===== src/rtl/seg7_scan_ctrl.sv =====
// seg7_scan_ctrl
//   Time-multiplexed scan controller for an NDIG-digit common-anode
//   7-segment display. Each digit gets a blanking gap (BLANK_CYC cycles,
//   all anodes off) followed by a lit slot (DIV cycles). New display data
//   is staged in a shadow register and committed only at the frame wrap.
//   Optional feature: define SEG7_LZB_EN to enable leading-zero blanking.
//   All outputs are registered and track the current FSM state.
module seg7_scan_ctrl #(
   parameter int NDIG      = 8,
   parameter int DIV       = 100000,
   parameter int BLANK_CYC = 1000
) (
   input  logic                clk,
   input  logic                rst,
   input  logic [4*NDIG-1:0]   iData,
   input  logic                iLoad,
   input  logic [NDIG-1:0]     iEnMask,
   output logic [3:0]          oDigit,
   output logic [NDIG-1:0]     oAnode,
   output logic                oFrame
);

   localparam int MAXC = (DIV > BLANK_CYC) ? DIV : BLANK_CYC;
   localparam int CW   = $clog2(MAXC + 1);
   localparam int IW   = (NDIG > 1) ? $clog2(NDIG) : 1;

   localparam logic [CW-1:0] DIV_LAST   = CW'(DIV - 1);
   localparam logic [CW-1:0] BLANK_LAST = CW'(BLANK_CYC - 1);
   localparam logic [IW-1:0] IDX_LAST   = IW'(NDIG - 1);

   typedef enum logic [0:0] {
      ST_BLANK = 1'b0,
      ST_SHOW  = 1'b1
   } state_t;

   state_t              state_q, state_d;
   logic [CW-1:0]       cnt_q, cnt_d;
   logic [IW-1:0]       idx_q, idx_d;
   logic                wrap_s;
   logic [4*NDIG-1:0]   active_q, active_d;
   logic [4*NDIG-1:0]   shadow_q, shadow_d;
   logic                pending_q, pending_d;
   logic [3:0]          digit_q, digit_d;
   logic [NDIG-1:0]     anode_q, anode_d;
   logic                frame_q;
   logic [NDIG-1:0]     lzb_s;

   // Select the nibble belonging to digit k.
   function automatic logic [3:0] nibble_at(input logic [4*NDIG-1:0] a,
                                            input logic [IW-1:0]     k);
      nibble_at = 4'd0;
      for (int j = 0; j < NDIG; j++) begin
         nibble_at = (k == IW'(j)) ? a[4*j +: 4] : nibble_at;
      end
   endfunction

`ifdef SEG7_LZB_EN
   // Digit k>0 is a leading zero when it and every higher digit are zero.
   function automatic logic [NDIG-1:0] lzb_mask(input logic [4*NDIG-1:0] a);
      logic all_zero;
      lzb_mask = '0;
      all_zero = 1'b1;
      for (int k = NDIG - 1; k >= 0; k--) begin
         all_zero    = all_zero && (a[4*k +: 4] == 4'd0);
         lzb_mask[k] = all_zero && (k > 0);
      end
   endfunction

   assign lzb_s = lzb_mask(active_d);
`else
   assign lzb_s = '0;
`endif

   // Scan FSM: BLANK/SHOW sequencing, dwell counter and digit index.
   always_comb begin
      state_d = state_q;
      cnt_d   = cnt_q + CW'(1);
      idx_d   = idx_q;
      wrap_s  = 1'b0;
      case (state_q)
         ST_BLANK: begin
            if (cnt_q == BLANK_LAST) begin
               state_d = ST_SHOW;
               cnt_d   = '0;
            end else begin
               state_d = ST_BLANK;
            end
         end
         ST_SHOW: begin
            if (cnt_q == DIV_LAST) begin
               state_d = ST_BLANK;
               cnt_d   = '0;
               if (idx_q == IDX_LAST) begin
                  idx_d  = '0;
                  wrap_s = 1'b1;
               end else begin
                  idx_d  = idx_q + IW'(1);
               end
            end else begin
               state_d = ST_SHOW;
            end
         end
         default: begin
            state_d = ST_BLANK;
            cnt_d   = '0;
            idx_d   = '0;
         end
      endcase
   end

   // Load path: stage into shadow, commit at the wrap (a load on the wrap bypasses shadow).
   always_comb begin
      shadow_d  = shadow_q;
      pending_d = pending_q;
      active_d  = active_q;
      if (wrap_s) begin
         if (iLoad) begin
            active_d  = iData;
            pending_d = 1'b0;
         end else if (pending_q) begin
            active_d  = shadow_q;
            pending_d = 1'b0;
         end else begin
            active_d  = active_q;
         end
      end else if (iLoad) begin
         shadow_d  = iData;
         pending_d = 1'b1;
      end else begin
         shadow_d  = shadow_q;
      end
   end

   // Output decode from next state so registered outputs line up with the state register.
   always_comb begin
      anode_d = '1;
      digit_d = nibble_at(active_d, idx_d);
      if (state_d == ST_SHOW) begin
         for (int j = 0; j < NDIG; j++) begin
            anode_d[j] = !((idx_d == IW'(j)) && iEnMask[j] &&
                           (active_d[4*j +: 4] <= 4'd9) && !lzb_s[j]);
         end
      end else begin
         anode_d = '1;
      end
   end

   // State, data and output registers with synchronous reset.
   always_ff @(posedge clk) begin
      if (rst) begin
         state_q   <= ST_BLANK;
         cnt_q     <= '0;
         idx_q     <= '0;
         active_q  <= '0;
         shadow_q  <= '0;
         pending_q <= 1'b0;
         digit_q   <= 4'd0;
         anode_q   <= '1;
         frame_q   <= 1'b0;
      end else begin
         state_q   <= state_d;
         cnt_q     <= cnt_d;
         idx_q     <= idx_d;
         active_q  <= active_d;
         shadow_q  <= shadow_d;
         pending_q <= pending_d;
         digit_q   <= digit_d;
         anode_q   <= anode_d;
         frame_q   <= wrap_s;
      end
   end

   assign oDigit = digit_q;
   assign oAnode = anode_q;
   assign oFrame = frame_q;

endmodule

===== config.mk =====
export PLATFORM = sky130hd
export DESIGN_NAME = seg7_scan_ctrl
export DESIGN_NICKNAME = d
export VERILOG_FILES = /design/src/rtl/seg7_scan_ctrl.sv
export SDC_FILE = /design/constraint.sdc
export NUM_CORES = 1
export LEC_CHECK = 0
export ABC_CLOCK_PERIOD_IN_PS = 3980
export CORE_MARGIN = 5
export CORE_UTILIZATION = 44
export DETAILED_ROUTE_END_ITERATION = 8
export PLACE_DENSITY = 0.74
export SETUP_SLACK_MARGIN = 0.1
export SLEW_MARGIN = 30
export SYNTH_ARGS = -nofsm -noshare
export SYNTH_HDL_FRONTEND = slang
export SYNTH_SLANG_ARGS = --single-unit
export TNS_END_PERCENT = 50

===== constraint.sdc =====
create_clock -name clk -period 3.98 [get_ports clk]
set_clock_uncertainty 0.15 [all_clocks]
set_input_delay 0.398 -clock clk [delete_from_list [all_inputs] [get_ports clk]]
set_output_delay 0.398 -clock clk [all_outputs]
set_load 0.05 [all_outputs]

==> summary.txt <==
Power
  – VDD IR max: 240 uV
  – PD cells: roughly 350 mW/mm2
  – Pleak: 1.92 nW

Timing
  – Rel. slew slack: around 46%
  – Worst slew pin tran: 807 ps
  – Clock period minus final worst setup slack: 3400 ps
  – Unrepaired setup endpoints after global routing: false
  – Crit share post-route: roughly 85%
  – Sum Neg Setup Slack: 0 ps
  – Final setup viols: 0
  – Final Hold Fails: 0
  – Pins Over Slew Limit: 0
  – Fmax: between 200 and 300 MHz

Clock network
  – Number of buffers created by CTS: 9
  – Clk Latency, worst-skew pair: roughly 370 ps
  – Root buffer cell: clkbuf_8
  – Post-CTS resize count: 0
  – Clock sink total: approximately 100
  – Worst-path clk slew: 100 ps
  – H-Tree Depth: 3
  – Postcts setup bufs: 0
  – CTS tree: built
  – CTS Hold Buffers Added: 0
  – CTS Buffer Depth: 2

Flow run
  – # Max-Cap Violations: 0

Logic synthesis
  – Syn nets: 601
  – Synth Instances: roughly 560
  – Post-synth EDFFs: 0
  – Synth Register Bits: 99
  – Post-synthesis mux area share: less than 1%
  – Largest family of logic cells by synthesized area: simple AND/OR/NAND/NOR gates
  – Synth warn: 0
  – Adder-cell share of the synthesized area: less than 1%
  – Seq/Total Area, Yosys: between 40 and 50%
  – Netlist Area Pre-Place: 0.00453 mm2
  – Unique masters post-synth: 59
  – Post-synthesis simple-gate area fraction: between 20% and 30%
  – Avg Cell Area, Syn: 8.15 um2
  – Xor/xnor share of the synthesized area: 2.90%
  – Primary FF master, synth: dfxtp_1
  – Async SR Flop Fraction: 0%
  – Compound-Gate Fraction of Synth Area: about 21%

Run status
  – Outcome: completed

Die
  – Die width: ~110 um
  – Effective utilization at floorplan: 44.4%
  – Height of the die: 111 um
  – Core footprint: roughly 0.01 mm2
  – Die area: between 0.01 and 0.015 mm2
  – # rows: 37
  – Io pins: 56

Cells and area
  – NumNets Final: around 640
  – Fillcell total: 953
  – Fraction of layout cells with a size suffix above 1: 9.63%
  – Commonest non-fill, non-tap cell in the layout: dfxtp_1
  – Ant diodes: 0
  – Area grow syn2layout: 19.2%
  – Finished Core Util: 53.0%
  – Most frequent cells in the layout: dfxtp_1, nand2_1, nor2_1

Detailed routing
  – Vias/cell: roughly 5.7
  – Drt pass-1 iters: 5
  – Vias post-DR: ~4.2k
  – Wire length per cell: 17.3 um
  – ANT nets after route: 0
  – Starting DRT DRC Count: ~450
  – DRC viols: 0
  – DRT Wirelength: between 10,000 and 15,000 um

Placement
  – RePlAce Congestion: ~0.91
  – Port bufs: 55
  – Detail Placement HPWL: around 9000 um

Setup path
  – Critical path endpoint category: flip-flop
  – Critical Path Fanout Max: 11
  – Startpoint types: flip-flop
  – Setup CP Type: flip-flop to flip-flop
  – Worst EP arrival: between 3000 and 4000 ps
  – Worst EP required: slightly above 4000 ps

Global route
  – First-pass GRT wire length: about 21,000 um
  – Largest net degree at the start of global routing: 78
  – Vias in the first global route: between 4k and 5k
  – Initial antenna violation count: 0
  – Remaining Overflow, GRT: 0
  – Overall Global Routing Usage: roughly a fifth

Hold path
  – Hold Path Class: input port to flip-flop
==> worst max-delay path, cell delays in order (launching register included) <==
cell      delay (ps)
dfxtp_1          380
ha_1             260
nand4_1          270
or3_1            570
nor3_4           160
nand3_1          510
o221ai_2         410
o22ai_1          140
nor3_1           270
o32ai_2          130
==> worst paths after layout <==
kind	slack, ps	start	cells after the start	endpoint
hold / removal	130	rst	2	state_q$_SDFF_PP0_
setup / recovery	580	cnt_q[0]$_SDFF_PP0_	9	oDigit[2]$_SDFF_PP0_
hold reg to reg	310	shadow_q[22]$_SDFFE_PP0P_	2	shadow_q[22]$_SDFFE_PP0P_
setup reg to reg	580	cnt_q[0]$_SDFF_PP0_	9	oDigit[2]$_SDFF_PP0_
==> sequential cells by signal, summed over array words and instances, names as in the netlist <==
signal     cells
active_q      32
idx_q          3
oFrame         1
oAnode         8
pending_q      1
cnt_q         17
state_q        1
shadow_q      32
oDigit         4
==> layout make-up <==
type | instances | area, um2 | area share (%)
multi-input combinational | 412 | 2360 | 43.7
sequential | 99 | 1980 | 36.8
timing repair buffer | 65 | 621 | 11.5
tap | 136 | 170 | 3.15
clock buffer | 9 | 124 | 2.30
clock inverter | 7 | 100 | 1.86
inverter | 10 | 37.5 | 0.696
==> synthesized netlist by cell type (6+ instances only) <==
library cell,instances,share of area (%)
dfxtp_1,99,44
a21oi_1,46,5.1
nand3_1,10,1.1
o221ai_2,10,3.3
or3_1,7,0.97
nand2_1,90,7.5
o22a_1,7,1.4
nor2_1,84,7.0
o21ai_0,12,1.3
o22ai_1,17,2.3
xor2_1,11,2.1
nand4_1,11,1.5
nor3_1,16,1.8
inv_1,10,0.83
or2_2,6,0.83
clkbuf_1,21,1.7
==> cell families (layout without fill, tap and decap cells) <==
group	after synthesis	in the layout
flip-flops	99	99
XOR/XNOR	15	15
adder cells (fa/ha/maj)	3	3
AO/OA/AOI/OAI	135	135
AND/OR/NAND/NOR	257	257
multiplexers	2	2
buffers and inverters	44	91
==> report_power, final <==
group / total (mW) / switching, mW / internal [mW]
clock: 0.727 / 0.367 / 0.359
sequential: 1.03 / 0.0200 / 1.01
combinational: 0.137 / 0.0701 / 0.0673
total: 1.90 / 0.457 / 1.44
==> through the flow <==
step / hold slack, ps / area, um2 / setup WS, ps / std cells / power (mW)
after floorplan: 280 / 4530 / 1120 / 555 / 1.12
after global placement: 289 / 5170 / 701 / 722 / 1.19
after detailed placement: 295 / 5170 / 598 / 722 / 1.19
after CTS: 114 / 5390 / 540 / 738 / 1.91
after global routing: 116 / 5400 / 246 / 738 / 1.97
final: 128 / 5400 / 585 / 738 / 1.90
==> routing by layer <==
layer / share of wire (%) / global-route usage, % / routed length, um / vias to the layer above
met5: 0 / 0 / 0 / -
met4: 2.4 / 6.16 / 308 / 0
met3: 6.3 / 6.20 / 805 / 23
met2: 49 / 36.3 / 6300 / 136
met1: 42 / 25.3 / 5370 / 2012
li1: - / - / - / 2061
(Power assumes the default switching activity.)
